==> config.mk <==
export PLATFORM = sky130hd
export DESIGN_NAME = vec3_op_sequencer_flat
export DESIGN_NICKNAME = d
export VERILOG_FILES = /design/src/rtl/vec3_op_if.sv /design/src/rtl/vec3_op_sequencer.sv /design/src/flat_wrapper.sv
export SDC_FILE = /design/constraint.sdc
export NUM_CORES = 2
export LEC_CHECK = 0
export CAP_MARGIN = 20
export CORE_MARGIN = 10
export CORE_UTILIZATION = 57
export DETAILED_ROUTE_END_ITERATION = 7
export PLACE_DENSITY = 0.79
export SLEW_MARGIN = 40
export SYNTH_ARGS = -nofsm -noshare
export SYNTH_HDL_FRONTEND = slang
export SYNTH_SLANG_ARGS = --single-unit
==> constraint.sdc <==
create_clock -name clk -period 9.8 [get_ports clk]
set_input_delay 0.98 -clock clk [delete_from_list [all_inputs] [get_ports clk]]
set_output_delay 0.98 -clock clk [all_outputs]
set_load 0.01 [all_outputs]
==> src/rtl/vec3_op_if.sv <==
// Request/response handshake bundle for the vec3 op sequencer.
// The master issues ops and consumes results; the slave is the sequencer.
interface vec3_op_if #(
  parameter int WORD_WIDTH = 32
);
  logic                    in_valid;
  logic                    in_ready;
  logic [1:0]              in_op;
  logic [3*WORD_WIDTH-1:0] in_a;
  logic [3*WORD_WIDTH-1:0] in_b;
  logic                    out_valid;
  logic                    out_ready;
  logic [3*WORD_WIDTH-1:0] out_res;
  logic [1:0]              out_op;

  modport master (
    output in_valid, in_op, in_a, in_b, out_ready,
    input  in_ready, out_valid, out_res, out_op
  );

  modport slave (
    input  in_valid, in_op, in_a, in_b, out_ready,
    output in_ready, out_valid, out_res, out_op
  );
endinterface

==> src/rtl/vec3_op_sequencer.sv <==
// Time-multiplexes one pipelined fixed-point multiplier across
// vec3 DOT/CROSS/SCALE/ADD ops, one op in flight at a time.
module vec3_op_sequencer #(
  parameter int WORD_WIDTH = 32,
  parameter int FRAC_BITS  = 16,
  parameter int MUL_LAT    = 2,
  parameter int CNT_WIDTH  = 16
) (
  input  logic                 clk,
  input  logic                 rst,
  vec3_op_if.slave             io,
  output logic                 busy,
  output logic [CNT_WIDTH-1:0] ops_done
);
  localparam int W = WORD_WIDTH;
  localparam logic [1:0] OP_DOT   = 2'd0;
  localparam logic [1:0] OP_CROSS = 2'd1;
  localparam logic [1:0] OP_SCALE = 2'd2;
  localparam logic [1:0] OP_ADD   = 2'd3;

  typedef enum logic [2:0] {
    IDLE, ISSUE, DRAIN, ADDC, DONE
  } state_t;

  state_t state, state_nx;

  logic [1:0]       op_q;
  logic [W-1:0]     ax, ay, az, bx, by, bz;
  logic [2:0]       iidx, cidx, nprod;
  logic [W-1:0]     prod [8];
  logic [W-1:0]     pd [MUL_LAT];
  logic [MUL_LAT-1:0] pv;
  logic [W-1:0]     ma, mb, mq;
  logic signed [2*W-1:0] mfull;
  logic [3*W-1:0]   res_q, res_nx;
  logic [1:0]       rop_q;
  logic             accept, out_hs, combine;

  assign accept  = io.in_valid && io.in_ready;
  assign out_hs  = io.out_valid && io.out_ready;
  assign nprod   = (op_q == OP_CROSS) ? 3'd6 : 3'd3;
  assign combine = (state == ADDC) ||
                   (state == DRAIN && cidx == nprod);

  assign io.in_ready  = (state == IDLE);
  assign io.out_valid = (state == DONE);
  assign io.out_res   = res_q;
  assign io.out_op    = rop_q;
  assign busy         = (state != IDLE);

  always_ff @(posedge clk) begin
    if (rst) state <= IDLE;
    else     state <= state_nx;
  end

  always_comb begin
    state_nx = state;
    unique case (state)
      IDLE:
        if (accept)
          state_nx = (io.in_op == OP_ADD) ? ADDC : ISSUE;
      ISSUE:
        if (iidx == nprod - 3'd1) state_nx = DRAIN;
      DRAIN:
        if (combine) state_nx = DONE;
      ADDC:
        state_nx = DONE;
      DONE:
        if (io.out_ready) state_nx = IDLE;
      default:
        state_nx = IDLE;
    endcase
  end

  // SCALE reuses bx as the scalar, so only CROSS needs its own order.
  always_comb begin
    ma = '0;
    mb = '0;
    if (op_q == OP_CROSS) begin
      unique case (iidx)
        3'd0:    begin ma = ay; mb = bz; end
        3'd1:    begin ma = az; mb = by; end
        3'd2:    begin ma = az; mb = bx; end
        3'd3:    begin ma = ax; mb = bz; end
        3'd4:    begin ma = ax; mb = by; end
        default: begin ma = ay; mb = bx; end
      endcase
    end else begin
      unique case (iidx)
        3'd0:    begin ma = ax; mb = bx; end
        3'd1:    begin ma = ay; mb = (op_q == OP_SCALE) ? bx : by; end
        default: begin ma = az; mb = (op_q == OP_SCALE) ? bx : bz; end
      endcase
    end
  end

  assign mfull = $signed(ma) * $signed(mb);
  assign mq    = mfull[FRAC_BITS +: W];

  always_comb begin
    res_nx = '0;
    unique case (op_q)
      OP_DOT:   res_nx = {prod[0] + prod[1] + prod[2], {W{1'b0}}, {W{1'b0}}};
      OP_CROSS: res_nx = {prod[0] - prod[1], prod[2] - prod[3],
                          prod[4] - prod[5]};
      OP_SCALE: res_nx = {prod[0], prod[1], prod[2]};
      default:  res_nx = {ax + bx, ay + by, az + bz};
    endcase
  end

  always_ff @(posedge clk) begin
    if (rst) begin
      pv       <= '0;
      iidx     <= '0;
      cidx     <= '0;
      op_q     <= '0;
      res_q    <= '0;
      rop_q    <= '0;
      ops_done <= '0;
    end else begin
      pv[0] <= (state == ISSUE);
      pd[0] <= mq;
      for (int i = 1; i < MUL_LAT; i++) begin
        pv[i] <= pv[i-1];
        pd[i] <= pd[i-1];
      end
      if (accept) begin
        op_q <= io.in_op;
        {ax, ay, az} <= io.in_a;
        {bx, by, bz} <= io.in_b;
        iidx <= '0;
        cidx <= '0;
      end
      if (state == ISSUE) iidx <= iidx + 3'd1;
      if (pv[MUL_LAT-1]) begin
        prod[cidx] <= pd[MUL_LAT-1];
        cidx       <= cidx + 3'd1;
      end
      if (combine) begin
        res_q <= res_nx;
        rop_q <= op_q;
      end
      if (out_hs) ops_done <= ops_done + 1'b1;
    end
  end
endmodule

==> src/flat_wrapper.sv <==
// flat-port wrapper written by rule: the top's interface ports become plain ports
module vec3_op_sequencer_flat 
#(
  parameter int WORD_WIDTH = 32,
  parameter int FRAC_BITS  = 16,
  parameter int MUL_LAT    = 2,
  parameter int CNT_WIDTH  = 16
)
  (clk, rst, busy, ops_done, io_in_valid, io_in_op, io_in_a, io_in_b, io_out_ready, io_in_ready, io_out_valid, io_out_res, io_out_op);
  vec3_op_if #(.WORD_WIDTH(WORD_WIDTH)) io_i ();
  input  logic clk;
  input  logic rst;
  output logic busy;
  output logic [CNT_WIDTH-1:0] ops_done;
  input wire logic [$bits(io_i.in_valid)-1:0] io_in_valid;
  input wire logic [$bits(io_i.in_op)-1:0] io_in_op;
  input wire logic [$bits(io_i.in_a)-1:0] io_in_a;
  input wire logic [$bits(io_i.in_b)-1:0] io_in_b;
  input wire logic [$bits(io_i.out_ready)-1:0] io_out_ready;
  output wire logic [$bits(io_i.in_ready)-1:0] io_in_ready;
  output wire logic [$bits(io_i.out_valid)-1:0] io_out_valid;
  output wire logic [$bits(io_i.out_res)-1:0] io_out_res;
  output wire logic [$bits(io_i.out_op)-1:0] io_out_op;
  assign io_i.in_valid = io_in_valid;
  assign io_i.in_op = io_in_op;
  assign io_i.in_a = io_in_a;
  assign io_i.in_b = io_in_b;
  assign io_i.out_ready = io_out_ready;
  assign io_in_ready = io_i.in_ready;
  assign io_out_valid = io_i.out_valid;
  assign io_out_res = io_i.out_res;
  assign io_out_op = io_i.out_op;
  vec3_op_sequencer #(.WORD_WIDTH(WORD_WIDTH), .FRAC_BITS(FRAC_BITS), .MUL_LAT(MUL_LAT), .CNT_WIDTH(CNT_WIDTH)) u_core (.clk(clk), .rst(rst), .io(io_i), .busy(busy), .ops_done(ops_done));
endmodule
==> key figures <==
Clocking
  – Clock slew at reported path FFs: 0.06 ns
  – CTS root buf: clkbuf_16
  – Longest Clk Path Bufs: 3
  – H-tree level count: 3
  – CTS sink cnt: 575
  – Post-CTS Hold Buffers: 0
  – Worst-Skew Late Latency: 0.66 ns
  – Total CTS buffers: 68
  – CTS tree: yes

Routing
  – Final WL: 243 mm
  – Initial DRT Pass Iterations: 8
  – DRT antenna net count: 0
  – Via count of the routed design: 52647
  – WL/cell: 29.2 um
  – Number of vias per cell: 6.33
  – DRC viols: 0
  – DRT iter0 DRCs: 5906

Die
  – Core area: 109000 sq um
  – DIE AREA: 124000 sq um
  – Ports: 315
  – Chip width: 352 um
  – Rows: 121
  – Starting Density: 0.575
  – Vert. Die Dim: 352 um

Timing
  – Final Skew: 0.0487 ns
  – Final critical-path required period: 9.53 ns
  – Hold Vio Cnt, Final: 0
  – Rel. slew slack: 0.407
  – Setup_tns: 0 ns
  – Slew @ Worst Pin: 0.890 ns
  – RSZ-0062 raised after global routing: no
  – WHS: 0.418 ns
  – Final slew viol count: 0
  – # setup viols final: 0
  – Fin crit share: 0.972
  – Achievable Freq: 0.105 GHz

Critical path
  – Crit path top cell by count: fa_1
  – Reg2Reg Depth: 30
  – Crit-path slowest cell: fa_1
  – Crit end category: register
  – Critical path's top delay family: adder cells
  – Number of buffer and inverter stages on the critical path: 6
  – Stages on the worst setup path: 30
  – Critical path data required time: 10.20 ns
  – Crit-path max FO: 12
  – CP max stage delay: 0.62 ns
  – Crit Path Category: register to register
  – Crit start category: register
  – Arr. time, crit path: 9.93 ns

Min path
  – Hold depth: 0
  – Worst min path class: register to register

Logic synthesis
  – Synth Net Count: 7999
  – Yosys cell types: 97
  – Fraction of registers with async set/reset: 0
  – Top FF cell, synth: edfxtp_1
  – Adder-cell area share of the yosys netlist: 0.357
  – Mux cell area share after synthesis: 0.00784
  – Post-synthesis xor/xnor area fraction: 0.0360
  – Post-synthesis instance area: 62700 sq um
  – Synthesized area per cell: 9.59 sq um
  – Post-synthesis register bit count: 575
  – Yosys warnings: 0
  – Register area share after synthesis: 0.255
  – Post-synth EDFFs: 448
  – Main combinational cell family by area after synthesis: adder cells
  – Post-Synth Simple-Gate Area: 0.125
  – Synth Instances: 6539
  – Compound-cell area share of the yosys netlist: 0.142

Global route
  – Grt total ovfl: 0
  – Initial antenna violation count: 12
  – Vias in the first global route: 52608
  – Largest net degree at the start of global routing: 82
  – All-Layer GR Usage: 0.391
  – First-pass GRT wire length: 353 mm

Placed design
  – HPWL after detailed placement: 200 mm
  – Placer Congestion: 1.04
  – Port bufs: 314

Outcome
  – Outcome: finished, final reports clean

Run
  – Max-Cap Viols: 0

Layout
  – Share of cells above drive strength 1: 0.0698
  – P&R area growth vs syn: 13.3%
  – Final nets: 8309
  – FILL cells: 8690
-- per-layer routing --
metal / share of wire / track usage / vias up
li1: - / - / 22464
met1: 0.37 / 0.508 / 26095
met2: 0.44 / 0.596 / 3392
met3: 0.12 / 0.105 / 688
met4: 0.065 / 0.208 / 8
met5: 0.00023 / 0 / -
-- final timing paths --
check / start / slack, ns / end
setup / recovery: u_core.iidx[0] / 0.27 / u_core.pd[0][26]
hold / removal: u_core.pd[0][8] / 0.42 / u_core.pd[0][40]
setup reg to reg: u_core.iidx[0] / 0.27 / u_core.pd[0][26]
hold reg to reg: u_core.pd[0][8] / 0.42 / u_core.pd[0][40]
-- flip-flops by register name, indices dropped and copies added, names as in the netlist, 16 cells and up --
signal	flops
u_core.prod	192
u_core.by	32
u_core.ax	32
u_core.pd	64
u_core.bz	32
u_core.io.out_res	96
u_core.bx	32
u_core.ops_done	16
u_core.az	32
u_core.ay	32
-- synth_stat cells, drive strengths merged, types with 45 or more instances --
master | count | share of area
dfxtp | 127 | 0.041
nand2b | 53 | 0.0053
nand3 | 56 | 0.0045
a21o | 118 | 0.014
ha | 386 | 0.077
xor2 | 76 | 0.011
nor3 | 91 | 0.0073
o21ai | 265 | 0.021
xnor2 | 182 | 0.025
nand2 | 692 | 0.041
fa | 876 | 0.28
inv | 956 | 0.057
nor2b | 45 | 0.0047
a21oi | 297 | 0.024
edfxtp | 448 | 0.21
buf | 53 | 0.0039
clkbuf | 267 | 0.016
nor2 | 712 | 0.043
o21a | 61 | 0.0073
a221oi | 66 | 0.0092
-- cells by family (layout without fill, tap and decap cells) --
logic type                 after synthesis  in the layout
AOI/OAI and AO/OA                     1303           1303
xor gates and xnor gates               258            258
adders and majority gates             1262           1262
buffers and inverters                 1277           1641
DFF                                    575            575
muxes                                   34             34
other                                    0              3
and+or+nand+nor                       1830           1830
-- cells in the final DEF, fill, tap and decap left out, types with 71 or more instances in the layout --
cell,instances
xor2_1,76
buf_4,223
a21oi_1,294
a21o_1,118
clkdlybuf4s50_1,313
nor3_1,87
ha_1,384
inv_1,953
xnor2_1,182
dfxtp_1,123
nand2_1,692
edfxtp_1,448
nor2_1,705
fa_1,875
o21ai_0,243
clkbuf_16,71
-- stage by stage --
step,setup slack (ns),util,cells,area (sq um)
after floorplan,0.474,-,6539,62700
final,0.270,0.652,8320,71000
after global routing,0.0128,0.652,8317,71000
after detailed placement,0.168,0.629,8187,68600
after CTS,0.0438,0.650,8311,70900
after global placement,0.297,0.627,8181,68400
-- cell type report --
cell class	instances	area, sq um	area share
diodes	3	7.51	0.000106
clock buffers	85	1850	0.0260
clock inverters	39	473	0.00666
inverters	957	3600	0.0507
multi-input cells	4687	42100	0.593
flip-flops and latches	575	16000	0.225
well taps	1414	1770	0.0249
repair buffers	560	5230	0.0736
-- timing repair --
action                                  4_1_cts  5_1_grt
gates resized for setup                       0       25
setup buffers                                 0        4
endpoints found under the setup margin        0       13
Power is not shown: default switching activity piles up to over one toggle a cycle in this logic, so the estimate is an artifact.
